--- src/rtl/fixed_divide_hs_if.sv ---
// Handshake bundle for the fixed-point divider.
//   master: operand producer / result consumer (drives in_* and out_ready)
//   slave : the divider (drives in_ready and the result signals)
interface fixed_divide_hs_if #(
    parameter int D_WIDTH   = 32,
    parameter int TAG_WIDTH = 8
);
    logic                 in_valid;
    logic                 in_ready;
    logic [D_WIDTH-1:0]   dividend;
    logic [D_WIDTH-1:0]   divisor;
    logic                 round_en;
    logic [TAG_WIDTH-1:0] in_tag;
    logic                 out_valid;
    logic                 out_ready;
    logic [D_WIDTH-1:0]   quotient;
    logic [TAG_WIDTH-1:0] out_tag;
    logic                 div_by_zero;
    logic                 overflow;

    modport master (
        output in_valid, dividend, divisor, round_en, in_tag, out_ready,
        input  in_ready, out_valid, quotient, out_tag, div_by_zero, overflow
    );

    modport slave (
        input  in_valid, dividend, divisor, round_en, in_tag, out_ready,
        output in_ready, out_valid, quotient, out_tag, div_by_zero, overflow
    );
endinterface

--- src/rtl/fixed_divide_hs.sv ---
// Iterative signed fixed-point divider: quotient = dividend * 2^Q_BITS / divisor.
// Restoring division on magnitudes, BITS_PER_CYCLE quotient bits per CALC cycle,
// optional round-half-away-from-zero, saturation and divide-by-zero flags.
// Ports:
//   clock, reset - rising-edge clock, asynchronous active-high reset
//   bus          - slave side of fixed_divide_hs_if (operands/tag in, result/flags out)
module fixed_divide_hs #(
    parameter int D_WIDTH        = 32,
    parameter int Q_BITS         = 10,
    parameter int BITS_PER_CYCLE = 1,
    parameter int TAG_WIDTH      = 8
) (
    input  logic               clock,
    input  logic               reset,
    fixed_divide_hs_if.slave   bus
);
    localparam int NW   = D_WIDTH + Q_BITS + 1;
    localparam int ITER = (NW + BITS_PER_CYCLE - 1) / BITS_PER_CYCLE;
    localparam int TOT  = ITER * BITS_PER_CYCLE;
    localparam int RW   = D_WIDTH + 1;
    localparam int CW   = $clog2(ITER + 1);

    localparam logic [D_WIDTH-1:0] MAX_POS = {1'b0, {(D_WIDTH-1){1'b1}}};
    localparam logic [D_WIDTH-1:0] MIN_NEG = {1'b1, {(D_WIDTH-1){1'b0}}};
    localparam logic [TOT-1:0]     MAX_EXT = TOT'(MAX_POS);
    localparam logic [TOT-1:0]     MIN_EXT = TOT'(MIN_NEG);

    typedef enum logic [1:0] {IDLE, CALC, DONE} state_t;

    state_t               state, state_nx;
    logic [TOT-1:0]       shreg;      // numerator bits shift out the top, quotient bits shift in the bottom
    logic [RW-1:0]        rem;
    logic [D_WIDTH-1:0]   dmag;
    logic                 sign, dz, dneg;
    logic [CW-1:0]        cnt;
    logic [TAG_WIDTH-1:0] tag_pend;
    logic [D_WIDTH-1:0]   quot_q;
    logic [TAG_WIDTH-1:0] tag_q;
    logic                 dz_q, ovf_q;

    logic                 accept, last;
    logic [D_WIDTH-1:0]   a_mag, b_mag;
    logic [NW-1:0]        num;
    logic [TOT-1:0]       sh_nx;
    logic [RW-1:0]        rem_nx;
    logic [RW:0]          t;
    logic [D_WIDTH-1:0]   res_q;
    logic                 res_ovf;

    assign bus.in_ready    = (state == IDLE) || (state == DONE && bus.out_ready);
    assign bus.out_valid   = (state == DONE);
    assign bus.quotient    = quot_q;
    assign bus.out_tag     = tag_q;
    assign bus.div_by_zero = dz_q;
    assign bus.overflow    = ovf_q;

    assign accept = bus.in_valid && bus.in_ready;
    assign last   = (cnt == CW'(ITER - 1));

    // Magnitudes are unsigned, so the most negative operand maps to 2^(D_WIDTH-1).
    assign a_mag = bus.dividend[D_WIDTH-1] ? (D_WIDTH'(0) - bus.dividend) : bus.dividend;
    assign b_mag = bus.divisor[D_WIDTH-1]  ? (D_WIDTH'(0) - bus.divisor)  : bus.divisor;
    assign num   = (NW'(a_mag) << Q_BITS) + (bus.round_en ? NW'(b_mag >> 1) : NW'(0));

    // BITS_PER_CYCLE restoring steps. rem stays below dmag, so t never needs its top bit after subtract.
    always_comb begin
        sh_nx  = shreg;
        rem_nx = rem;
        t      = '0;
        for (int i = 0; i < BITS_PER_CYCLE; i++) begin
            t     = {rem_nx, sh_nx[TOT-1]};
            sh_nx = sh_nx << 1;
            if (t >= {2'b00, dmag}) begin
                t        = t - {2'b00, dmag};
                sh_nx[0] = 1'b1;
            end
            rem_nx = t[RW-1:0];
        end
    end

    // Sign/saturation on the completed magnitude; the negative range reaches one further.
    always_comb begin
        res_q   = '0;
        res_ovf = 1'b0;
        if (dz) begin
            res_q = dneg ? MIN_NEG : MAX_POS;
        end else if (!sign && sh_nx > MAX_EXT) begin
            res_q   = MAX_POS;
            res_ovf = 1'b1;
        end else if (sign && sh_nx > MIN_EXT) begin
            res_q   = MIN_NEG;
            res_ovf = 1'b1;
        end else begin
            res_q = sign ? (D_WIDTH'(0) - sh_nx[D_WIDTH-1:0]) : sh_nx[D_WIDTH-1:0];
        end
    end

    always_comb begin
        state_nx = state;
        case (state)
            IDLE: if (accept) state_nx = CALC;
            CALC: if (last) state_nx = DONE;
            DONE: if (bus.out_ready) state_nx = bus.in_valid ? CALC : IDLE;
            default: state_nx = IDLE;
        endcase
    end

    always_ff @(posedge clock or posedge reset) begin
        if (reset) begin
            state    <= IDLE;
            shreg    <= '0;
            rem      <= '0;
            dmag     <= '0;
            sign     <= 1'b0;
            dz       <= 1'b0;
            dneg     <= 1'b0;
            cnt      <= '0;
            tag_pend <= '0;
            quot_q   <= '0;
            tag_q    <= '0;
            dz_q     <= 1'b0;
            ovf_q    <= 1'b0;
        end else begin
            state <= state_nx;
            if (accept) begin
                shreg    <= TOT'(num);
                rem      <= '0;
                dmag     <= b_mag;
                sign     <= bus.dividend[D_WIDTH-1] ^ bus.divisor[D_WIDTH-1];
                dz       <= (bus.divisor == '0);
                dneg     <= bus.dividend[D_WIDTH-1];
                cnt      <= '0;
                tag_pend <= bus.in_tag;
            end else if (state == CALC) begin
                shreg <= sh_nx;
                rem   <= rem_nx;
                cnt   <= cnt + 1'b1;
                if (last) begin
                    quot_q <= res_q;
                    tag_q  <= tag_pend;
                    dz_q   <= dz;
                    ovf_q  <= res_ovf;
                end
            end
        end
    end
endmodule

--- src/flat_wrapper.sv ---
// flat-port wrapper written by rule: the top's interface ports become plain ports
module fixed_divide_hs_flat 
#(
    parameter int D_WIDTH        = 32,
    parameter int Q_BITS         = 10,
    parameter int BITS_PER_CYCLE = 1,
    parameter int TAG_WIDTH      = 8
)
  (clock, reset, bus_in_valid, bus_dividend, bus_divisor, bus_round_en, bus_in_tag, bus_out_ready, bus_in_ready, bus_out_valid, bus_quotient, bus_out_tag, bus_div_by_zero, bus_overflow);
  fixed_divide_hs_if #(.D_WIDTH(D_WIDTH), .TAG_WIDTH(TAG_WIDTH)) bus_i ();
  input  logic clock;
  input  logic reset;
  input wire logic [$bits(bus_i.in_valid)-1:0] bus_in_valid;
  input wire logic [$bits(bus_i.dividend)-1:0] bus_dividend;
  input wire logic [$bits(bus_i.divisor)-1:0] bus_divisor;
  input wire logic [$bits(bus_i.round_en)-1:0] bus_round_en;
  input wire logic [$bits(bus_i.in_tag)-1:0] bus_in_tag;
  input wire logic [$bits(bus_i.out_ready)-1:0] bus_out_ready;
  output wire logic [$bits(bus_i.in_ready)-1:0] bus_in_ready;
  output wire logic [$bits(bus_i.out_valid)-1:0] bus_out_valid;
  output wire logic [$bits(bus_i.quotient)-1:0] bus_quotient;
  output wire logic [$bits(bus_i.out_tag)-1:0] bus_out_tag;
  output wire logic [$bits(bus_i.div_by_zero)-1:0] bus_div_by_zero;
  output wire logic [$bits(bus_i.overflow)-1:0] bus_overflow;
  assign bus_i.in_valid = bus_in_valid;
  assign bus_i.dividend = bus_dividend;
  assign bus_i.divisor = bus_divisor;
  assign bus_i.round_en = bus_round_en;
  assign bus_i.in_tag = bus_in_tag;
  assign bus_i.out_ready = bus_out_ready;
  assign bus_in_ready = bus_i.in_ready;
  assign bus_out_valid = bus_i.out_valid;
  assign bus_quotient = bus_i.quotient;
  assign bus_out_tag = bus_i.out_tag;
  assign bus_div_by_zero = bus_i.div_by_zero;
  assign bus_overflow = bus_i.overflow;
  fixed_divide_hs #(.D_WIDTH(D_WIDTH), .Q_BITS(Q_BITS), .BITS_PER_CYCLE(BITS_PER_CYCLE), .TAG_WIDTH(TAG_WIDTH)) u_core (.clock(clock), .reset(reset), .bus(bus_i));
endmodule
--- config.mk ---
export PLATFORM = sky130hd
export DESIGN_NAME = fixed_divide_hs_flat
export DESIGN_NICKNAME = d
export VERILOG_FILES = /design/src/rtl/fixed_divide_hs_if.sv /design/src/rtl/fixed_divide_hs.sv /design/src/flat_wrapper.sv
export SDC_FILE = /design/constraint.sdc
export NUM_CORES = 1
export LEC_CHECK = 0
export ABC_AREA = 1
export BUFFER_PORTS_ARGS = -buffer_cell sky130_fd_sc_hd__buf_2
export CAP_MARGIN = 0
export CORE_UTILIZATION = 45
export DETAILED_ROUTE_END_ITERATION = 10
export HOLD_SLACK_MARGIN = 0.06
export SYNTH_ARGS = -nofsm -noshare
export SYNTH_HDL_FRONTEND = slang
export SYNTH_SLANG_ARGS = --single-unit
--- constraint.sdc ---
create_clock -name clock -period 7.7 [get_ports clock]
set_input_delay 1.925 -clock clock [delete_from_list [all_inputs] [get_ports clock]]
set_output_delay 1.925 -clock clock [all_outputs]
set_load 0.05 [all_outputs]
Word-level counts from Yosys, hierarchy flattened
Cells that the tools add are included.
{ "word_totals": {"register_bits": 169, "in_bits": 77, "out_inout_bits": 44, "word_cells": 65} }
{ "op_classes": {"addsub": 6, "eq_ne": 6, "n_reduce_logical": 11, "bitwise_logic": 2, "magnitude_cmp": 3, "n_mux": 24} }
{ "op_table": {"columns": ["cell", "n"], "rows": [
  ["$mux 32", 7],
  ["$mux 33", 3],
  ["$sub 1x32->32 const A", 3],
  ["$mux 43", 2],
  ["$add 42x43->43", 1],
  ["$gt 43x31->1 const B", 1],
  ["$gt 43x32->1 const B", 1],
  ["$ge 34x32->1", 1],
  ["$sub 33x32->33", 1],
  ["$logic_not 32->1", 1],
  ["$mux 31", 1],
  ["$mux 6", 2],
  ["$add 6x1->6 const B", 1],
  ["$eq 6x6->1 const B", 1],
  ["$mux 2", 3],
  ["$pmux 2 s3", 1],
  ["$reduce_and 3->1", 2],
  ["$mux 1", 5],
  ["$logic_and 1x1->1", 4],
  ["$ne 2x1->1 const B", 2],
  ["$eq 2x1->1 const B", 1],
  ["$eq 2x2->1 const B", 1],
  ["$logic_not 2->1", 1],
  ["$ne 2x2->1 const B", 1],
  ["5 further kinds", 5]
]} }

Logic depth before layout (Yosys ltp)
Gate-level depths: netlist of the first run.
{ "depth": {"depth_word": 7, "depth_mapped": 27, "mapped_depth_nobuf": 27} }

Worst setup path before layout of the first run
Ideal clock, no wire load.
{ "synth_path": {"kind": "input-to-reg", "from": "input bus_divisor[0]", "to": "register u_core.shreg[39]", "t_required_ns": 7.572, "arrival_time_ns": 4.957, "n_path_buf": 0, "path_slack_ns": 2.615, "stages": 25, "setup_ns": 0.128, "cell_sequence": "inv_1 ha_1 inv_1 nor3_1 nand2_1 nor3_1 inv_1 nor3_1 nand2_1 nand2_1 xor2_1 nor2_1 ha_1 nand2_1 nand2_1 o21ai_0 o21ai_0 inv_1 o21ai_0 a21o_1 nand2_1 nand2_1 nand3_1 o21ai_0 nand3b_1"} }
{ "synth_via": {"elab_chain_len": 5} }
{ "synth_lines": {"columns": ["element", "line", "text"], "rows": [
  ["start, declared", "flat_wrapper.sv:15", "input wire logic [$bits(bus_i.divisor)-1:0] bus_divisor;"],
  ["$sub 1x32->32", "fixed_divide_hs.sv:62", "assign b_mag = bus.divisor[D_WIDTH-1] ? (D_WIDTH'(0) - bus.divisor) : bus.divisor;"],
  ["$mux 32", "fixed_divide_hs.sv:62", null],
  ["$mux 31", "fixed_divide_hs.sv:63", "assign num = (NW'(a_mag) << Q_BITS) + (bus.round_en ? NW'(b_mag >> 1) : NW'(0));"],
  ["$add 42x43->43", "fixed_divide_hs.sv:63", null],
  ["$mux 43", "fixed_divide_hs.sv:125", "if (accept) begin"],
  ["end signal, assigned", "fixed_divide_hs.sv:126", "shreg <= TOT'(num);"],
  ["end signal, assigned", "fixed_divide_hs.sv:135", "shreg <= sh_nx;"],
  ["end, declared", "fixed_divide_hs.sv:31", "logic [TOT-1:0] shreg;"]
]} }
Every way passes these cells.
A chain may end at the register's enable or synchronous reset.

Final worst setup path of the first run
{ "layout_path": {"from": "input bus_divisor[0]", "to": "register u_core.shreg[38]"} }
Same word-level chain as after synthesis.

==> results.json, run 1 <==
{
  "cp-start-kind": "input pin",
  "pwr_density_cell_nw_per_um2": 443.3,
  "post_cts_resized": 0,
  "numCtsBuffers": 17,
  "synth_top_cell_by_area": "dfrtp_1",
  "fin_setup_tns_ps": 0,
  "core_region_area_um2": 29560,
  "antennaDiodeCount": 0,
  "die-area_um2": 30740,
  "grt_max_degree": 77,
  "cts_buffer_depth": 2,
  "reg2reg_depth": 23,
  "timing.hold.ws_ps": 467.9,
  "ys_warn_count": 0,
  "die_w_um": 175.3,
  "fmax_mhz": 179.6,
  "vias": 13830,
  "clock_latency_ps": 460,
  "place_ws_ps": 1722,
  "ys.flop_type": "dfrtp_1",
  "cts.clk_slew.worst_paths_ps": 80,
  "arrival_ps": 5930,
  "drv_cap": 0,
  "yosysUniqueCellTypes": 55,
  "ant_nets": 0,
  "hold_violations": 0,
  "hold_path_depth": 2,
  "synth_fp_nets": 2186,
  "io_pins": 121,
  "timing.rr.start": "u_core.dmag[9]",
  "postCtsSetupRepairBufs": 0,
  "hold_buffers": 0,
  "place.gp.congestion": 0.9396,
  "max_slew.worst_pin.slew_ps": 1228,
  "p_leak_uw": 0.007713,
  "drive_gt1_share_pct": 9.846,
  "floorplan.initialDensity_pct": 45.73,
  "antenna_found_initial": 2,
  "root_buffer": "clkbuf_16",
  "grt_pass1_wl_um": 68170,
  "worstReg2RegEnd": "u_core.bus.quotient[20]",
  "dp_hpwl_um": 33700,
  "synthTopCellsByArea": "dfrtp_1, nand2_1, inv_1",
  "viasPerCell": 5.461,
  "crit_path_max_fanout": 6,
  "synthCells": 2048,
  "track_usage_pct": 28.64,
  "status": "completed",
  "synth_top_area_share_pct": 31.28,
  "finClkSkew_ps": 21.45,
  "num_rows": 63,
  "cts_max_level": 4,
  "yosysSeqAreaShare_pct": 31.28,
  "multi_input_area_um2": 7979,
  "grt_pass1_vias": 12660,
  "fill_cells": 3111,
  "dr.pass1.iters": 5,
  "timing.final.ws_setup_ps": 2131,
  "fin_crit_ps": 5569,
  "remaining_drc_errors": 0,
  "synth_edf_count": 0,
  "min_to": "u_core.bus.out_tag[2]",
  "r2r_slack_ps": 2860,
  "min_from": "u_core.bus.out_tag[2]",
  "synth_common_cells": "nand2_1, inv_1, nor2_1",
  "drt-total-wl_um": 43430,
  "synth_area_um2": 13520,
  "ys_ff_latch": 169,
  "nNetsFinal": 2268,
  "worstPathCellList": "buf_2 > inv_1 > ha_1 > inv_1 > nor3_1 > nand2_1 > nor3_1 > nand4_1 > nor2_1 > nand2_1 > o21ai_0 > xor2_1 > nor2_1 > ha_1 > nand2_1 > nor4_1 > nand4_1 > nand3_1 > nand3_1 > nand2_1 > nand3b_1 > nand3_1 > nand2_1",
  "async_flop_share_pct": 100.0,
  "area.growth.synth_to_final_pct": 10.88,
  "overflow": 0,
  "dr.first_iter.drc_count": 1105,
  "yosysMostFrequentCell": "nand2_1",
  "wl_per_cell_um": 17.14,
  "hold_class": "reg -> reg",
  "period_share_pct": 72.33,
  "critPathMostFrequentCell": "nand2_1",
  "path_class": "in -> reg",
  "rsz0062_at_grt": "no",
  "avgSynthCellArea_um2": 6.601,
  "setup.worst_path.end_class": "flip-flop",
  "required_ps": 8060,
  "critPathMaxStageDelay_ps": 450,
  "io_buffers": 120,
  "slew_viol_final": 0,
  "slew-limit-headroom_pct": 17.87,
  "peakVddDrop_v": 0.0002298,
  "cts_tree": "done",
  "die_y_um": 175.3,
  "setup_viol": 0,
  "seq_area_um2": 4229,
  "cts_sinks": 169,
  "worst_path_max_delay_cell": "ha_1"
}
## cell families (layout without fill, tap and decap cells)
| family | count (synthesis) | after routing | synth area share, % |
|---|---|---|---|
| and+or+nand+nor | 1019 | 1019 | 32.08 |
| buffers and inverters | 342 | 437 | 9.746 |
| xor gates and xnor gates | 71 | 71 | 4.600 |
| adders and majority gates | 61 | 61 | 5.757 |
| DFF | 169 | 169 | 31.28 |
| AOI/OAI and AO/OA | 386 | 386 | 16.53 |
## registers in the layout (all words and copies together) (netlist names), 2 cells and up
name,count
u_core.shreg,43
u_core.rem,33
u_core.bus.quotient,32
u_core.dmag,32
u_core.bus.out_tag,8
u_core.tag_pend,8
u_core.cnt,6
u_core.state,2
## worst max-delay path by stage
| stage | end | slack [ps] | startpoint | cells past startpoint |
|---|---|---|---|---|
| 6_report | u_core.shreg[38] | 2130 | bus_divisor[0] | 23 |
| 4_1_cts | u_core.shreg[34] | 2190 | bus_divisor[0] | 23 |
| 3_5_place_dp | u_core.shreg[34] | 1720 | bus_divisor[0] | 23 |
| 3_3_place_gp | u_core.shreg[39] | 1870 | bus_divisor[0] | 26 |
| 5_1_grt | u_core.shreg[32] | 1680 | bus_divisor[0] | 23 |
| 2_1_floorplan | u_core.bus.div_by_zero | 1200 | reset | 1 |
## worst max-delay path: cells and delay by family
| family | cells | cell delay (ps) |
|---|---|---|
| compound gates | 1 | 270 |
| xor+xnor | 1 | 240 |
| fa+ha+maj | 2 | 610 |
| buf+inv | 3 | 220 |
| simple gates | 16 | 2650 |
## layer usage
metal / global-route usage [%] / routed length (um) / vias to the layer above
met1: 41.17 / 20960 / 6424
li1: - / - / 6905
met4: 10.36 / 1178 / 4
met2: 42.91 / 18470 / 439
met5: 0 / 27 / -
met3: 5.043 / 2794 / 60
## where the power goes
group | switching (uW) | internal [uW]
sequential | 290 | 1310
clock | 417 | 436
combinational | 2790 | 1400
## through the flow
step | total power, uW | std cells | instance area [um^2] | utilization, %
after floorplan | 4722 | 2048 | 13520 | -
after detailed placement | 5755 | 2501 | 14420 | 48.77
after global placement | 5706 | 2501 | 14420 | 48.77
final | 6644 | 2533 | 14990 | 50.70
after global routing | 7272 | 2533 | 14990 | 50.70
after CTS | 6628 | 2533 | 14990 | 50.70
## cell usage in the layout (no fill, tap or decap), drive strengths merged, types with 2 or more instances in the layout
master,instances
o21a,4
o22ai,12
a41oi,2
nand3,162
nand4,33
clkinvlp,3
a21o,5
a21boi,2
nor2,197
o211ai,13
a22oi,3
a32o,4
xor2,53
o21bai,11
nor3,49
a21oi,116
or2,6
o221ai,17
nand2,548
inv,277
o21ai,179
clkinv,7
a31oi,4
and3,2
nand3b,7
xnor2,18
and2,3
o31ai,7
dfrtp,169
clkbuf,18
fa,2
buf,132
nor4,12
ha,59
## area by class of cell
type	count	share of cell area [%]
Multi-Input combinational cell	1537	53.23
Sequential cell	169	28.22
Inverter	273	6.870
Timing Repair Buffer	132	4.608
Tap cell	390	3.256
Clock buffer	18	2.930
Clock inverter	14	0.8849
Power figures use the tool's default switching activity.
==> run 2, diff against run 1 <==
--- a/config.mk
+++ b/config.mk
@@ -5,7 +5,7 @@
 export SDC_FILE = /design/constraint.sdc
 export NUM_CORES = 1
 export LEC_CHECK = 0
-export ABC_AREA = 1
+export ABC_AREA = 0
 export BUFFER_PORTS_ARGS = -buffer_cell sky130_fd_sc_hd__buf_2
 export CAP_MARGIN = 0
 export CORE_UTILIZATION = 45
==> constraint.sdc (replaced) <==
create_clock -name clock -period 5.73 [get_ports clock]
set_input_delay 1.4325 -clock clock [delete_from_list [all_inputs] [get_ports clock]]
set_output_delay 1.4325 -clock clock [all_outputs]
set_load 0.05 [all_outputs]
==> run 2 against run 1 <==
Against the previous run:
- the run now ends with DRC, setup timing left
- clock power increased by 34%
- highest routed layer is now met4
- cell count shrank 22%
- power is 24% higher
- critical path depth shrank 1
- flip-flop and latch count did not move
- setup slack worse by 2200 ps
- largest power group unchanged
==> results.json, run 2 <==
{
  "grtUsageMet1_pct": 36.08,
  "total_power_uw": 8228,
  "max_slew.worst_pin.slew_ps": 1004,
  "cp_num_cells": 22,
  "pwr_density_cell_nw_per_um2": 569.7,
  "worstPathCellList": "buf_6 > or4_4 > nor3_4 > buf_12 > nand3_2 > or4_4 > or4_4 > or4_4 > o21ai_2 > xor2_1 > nor2b_1 > ha_1 > and3_4 > and2_4 > nand4_1 > a31oi_2 > nor2_2 > a211oi_2 > buf_4 > nand3b_1 > xnor2_1 > o21ai_1",
  "seqPwrFrac_pct": 28.2,
  "combPwrFrac_pct": 58.0,
  "dp.cells": 1915,
  "final_cell_mix": "nand2_1, dfrtp_1, o21ai_0, buf_2, buf_4",
  "dr.first_iter.drc_count": 886,
  "peakVddDrop_v": 0.0002902,
  "failed_checks": "DRC, setup timing",
  "p_leak_uw": 0.006461,
  "grt_pass1_vias": 10590,
  "regMostFlops": "u_core.shreg",
  "hold_class": "reg -> reg",
  "power.switching_uw": 3968,
  "die-area_um2": 27630,
  "synth_top_area_share_pct": 34.84,
  "drt-total-wl_um": 33990,
  "crit_path_max_fanout": 4,
  "slew-limit-headroom_pct": 33.07,
  "r2r_slack_ps": 470,
  "yosysMostFrequentCell": "nand2_1",
  "power.share.clock_pct": 13.8,
  "worstReg2RegEnd": "u_core.bus.quotient[17]",
  "num_rows": 59,
  "final_common_cell": "nand2_1",
  "slew_viol_final": 0,
  "setup.worst_path.end_class": "flip-flop",
  "synth_edf_count": 0,
  "netSwitchingFraction_pct": 48.23,
  "drv_cap": 0,
  "viasPerCell": 5.721,
  "dpl_cell_area_um2": 13570,
  "die_w_um": 166.2,
  "nNetsFinal": 1755,
  "avgSynthCellArea_um2": 8.314,
  "finClkSkew_ps": 17.44,
  "cts_buffer_depth": 2,
  "cts_sinks": 169,
  "yosysSeqAreaShare_pct": 34.84,
  "startpoint": "bus_divisor[3]",
  "ant_nets": 0,
  "wl_per_cell_um": 17.30,
  "worst-path-buf-inv": 3,
  "synth_top_cell_by_area": "dfrtp_1",
  "busiest_layer": "met2",
  "synth_common_cells": "nand2_1, dfrtp_1, o21ai_0",
  "hold_violations": 0,
  "required_ps": 6010,
  "timing.hold.ws_ps": 469.7,
  "grt_use_met2_pct": 37.90,
  "arrival_ps": 6040,
  "remaining_drc_errors": 10,
  "fill_cells": 2496,
  "use_met3_pct": 4.171,
  "cp-start-kind": "input pin",
  "floorplan.initialDensity_pct": 46.19,
  "p_int_uw": 4260,
  "dr.pass1.iters": 8,
  "reg.largest.list": "u_core.shreg (43), u_core.rem (33)",
  "timing.final.ws_setup_ps": -31.24,
  "antenna_found_initial": 0,
  "fin_area_um2": 14440,
  "root_buffer": "clkbuf_16",
  "cp_top_family": "simple AND/OR/NAND/NOR gates",
  "async_flop_share_pct": 100.0,
  "synthTopCellsByArea": "dfrtp_1, o21ai_0, nand2_1",
  "hold_buffers": 0,
  "numCtsBuffers": 17,
  "critPathMaxStageDelay_ps": 550,
  "setup.worst_path.end": "u_core.shreg[38]",
  "fin_crit_ps": 5761,
  "ys_warn_count": 0,
  "area.growth.synth_to_final_pct": 18.99,
  "ys.flop_type": "dfrtp_1",
  "synth_fp_nets": 1598,
  "die_y_um": 166.2,
  "ys_ff_latch": 169,
  "final_cells": 1965,
  "fmax_mhz": 173.6,
  "place.gp.congestion": 0.8883,
  "grt_max_degree": 170,
  "status": "complete, but fails checks",
  "timing.rr.start": "u_core.rem[10]",
  "track_usage_pct": 24.68,
  "cts_max_level": 4,
  "cts_tree": "done",
  "largest_register_ffs": 43,
  "synth_area_um2": 12140,
  "dp_hpwl_um": 25080,
  "synthCells": 1460,
  "clock_latency_ps": 430,
  "grt_pass1_wl_um": 55260,
  "yosysUniqueCellTypes": 66,
  "overflow": 0,
  "core_region_area_um2": 26280,
  "period_share_pct": 100.5,
  "cts.clk_slew.worst_paths_ps": 70,
  "io_buffers": 120,
  "vias": 11240,
  "final_util_pct": 54.96,
  "critPathMostFrequentCell": "or4_4",
  "rsz0062_at_grt": "yes",
  "reg2reg_depth": 16,
  "path_class": "in -> reg",
  "drive_gt1_share_pct": 19.33,
  "worst_path_max_delay_cell": "or4_4",
  "antennaDiodeCount": 0,
  "setup_viol": 6,
  "io_pins": 121
}
## run 2: cell count changes in the layout (fill, tap and decap cells not counted), sizes merged, moves of 30 or more
| cell | previous run | this run |
|---|---|---|
| buf | 132 | 222 |
| inv | 277 | 59 |
| nand2 | 548 | 203 |
| nand3 | 162 | 38 |
| nor2 | 197 | 62 |
| nor2b | 0 | 32 |
| nor3 | 49 | 19 |
| o31ai | 7 | 37 |
| xnor2 | 18 | 51 |
| xor2 | 53 | 84 |
## run 2: worst min-delay path by stage
stage / slack [ps] / from / cells past startpoint / to
global placement: 450 / u_core.tag_pend[7] / 2 / u_core.bus.out_tag[7]
finish: 470 / u_core.bus.out_tag[2] / 2 / u_core.bus.out_tag[2]
global route: 500 / u_core.tag_pend[4] / 2 / u_core.tag_pend[4]
CTS: 470 / u_core.tag_pend[7] / 2 / u_core.bus.out_tag[7]
floorplan: 440 / u_core.tag_pend[0] / 2 / u_core.bus.out_tag[0]
detailed placement: 450 / u_core.tag_pend[7] / 2 / u_core.bus.out_tag[7]
## run 2: power by group through the flow
stage | registers, uW | clock network (uW) | logic (uW)
final | 2320 | 1140 | 4770
after global routing | 2410 | 1210 | 5340
after CTS | 2310 | 1160 | 4730
after detailed placement | 2330 | 0 | 4700
after global placement | 2320 | 0 | 4660
after floorplan | 2530 | 0 | 3350
## run 2: cells by family (layout without fill, tap and decap cells)
kind of cell	after synthesis	in the layout	synth area share [%]
muxes	13	13	1.082
adders and majority gates	61	61	6.412
AOI/OAI and AO/OA	469	469	24.49
and+or+nand+nor	475	475	19.03
buffers and inverters	138	308	4.402
DFF	169	169	34.84
xor gates and xnor gates	135	135	9.741
## run 2: final cells by class
cell class	instances	area [um^2]	share of cell area [%]
inverter	54	206.4	1.429
multi-input combinational	1153	7585	52.52
clock inverter	15	162.7	1.126
tap	335	419.2	2.902
sequential	169	4229	29.28
clock buffer	17	425.4	2.946
timing repair buffer	222	1415	9.798
## run 2: timing repair
item,CTS,global route
pin swaps,9,21
resized for setup,7,28
buffers inserted,6,12
setup endpoints to repair,12,13
endpoints found under the hold margin,0,0
## run 2: metal layers
metal  routed length, um  up-vias
li1                    -     5612
met1               16900     5334
met2               14900      266
met3                1706       30
met4                 483        0
met5                   0        -
## run 2: worst min-delay path: stages (launching register included)
cell     delay (ps)
dfrtp_1         340
nand2_1          50
nand2_1          50
## run 2: metrics by stage
stage	setup slack, ps	setup TNS, ps
6_report	-31.24	-98.11
5_1_grt	-291.8	-2465
4_1_cts	-39.86	-54.73
3_5_place_dp	-659.5	-7198
3_3_place_gp	-538.7	-5648
2_1_floorplan	-81.03	-212.9
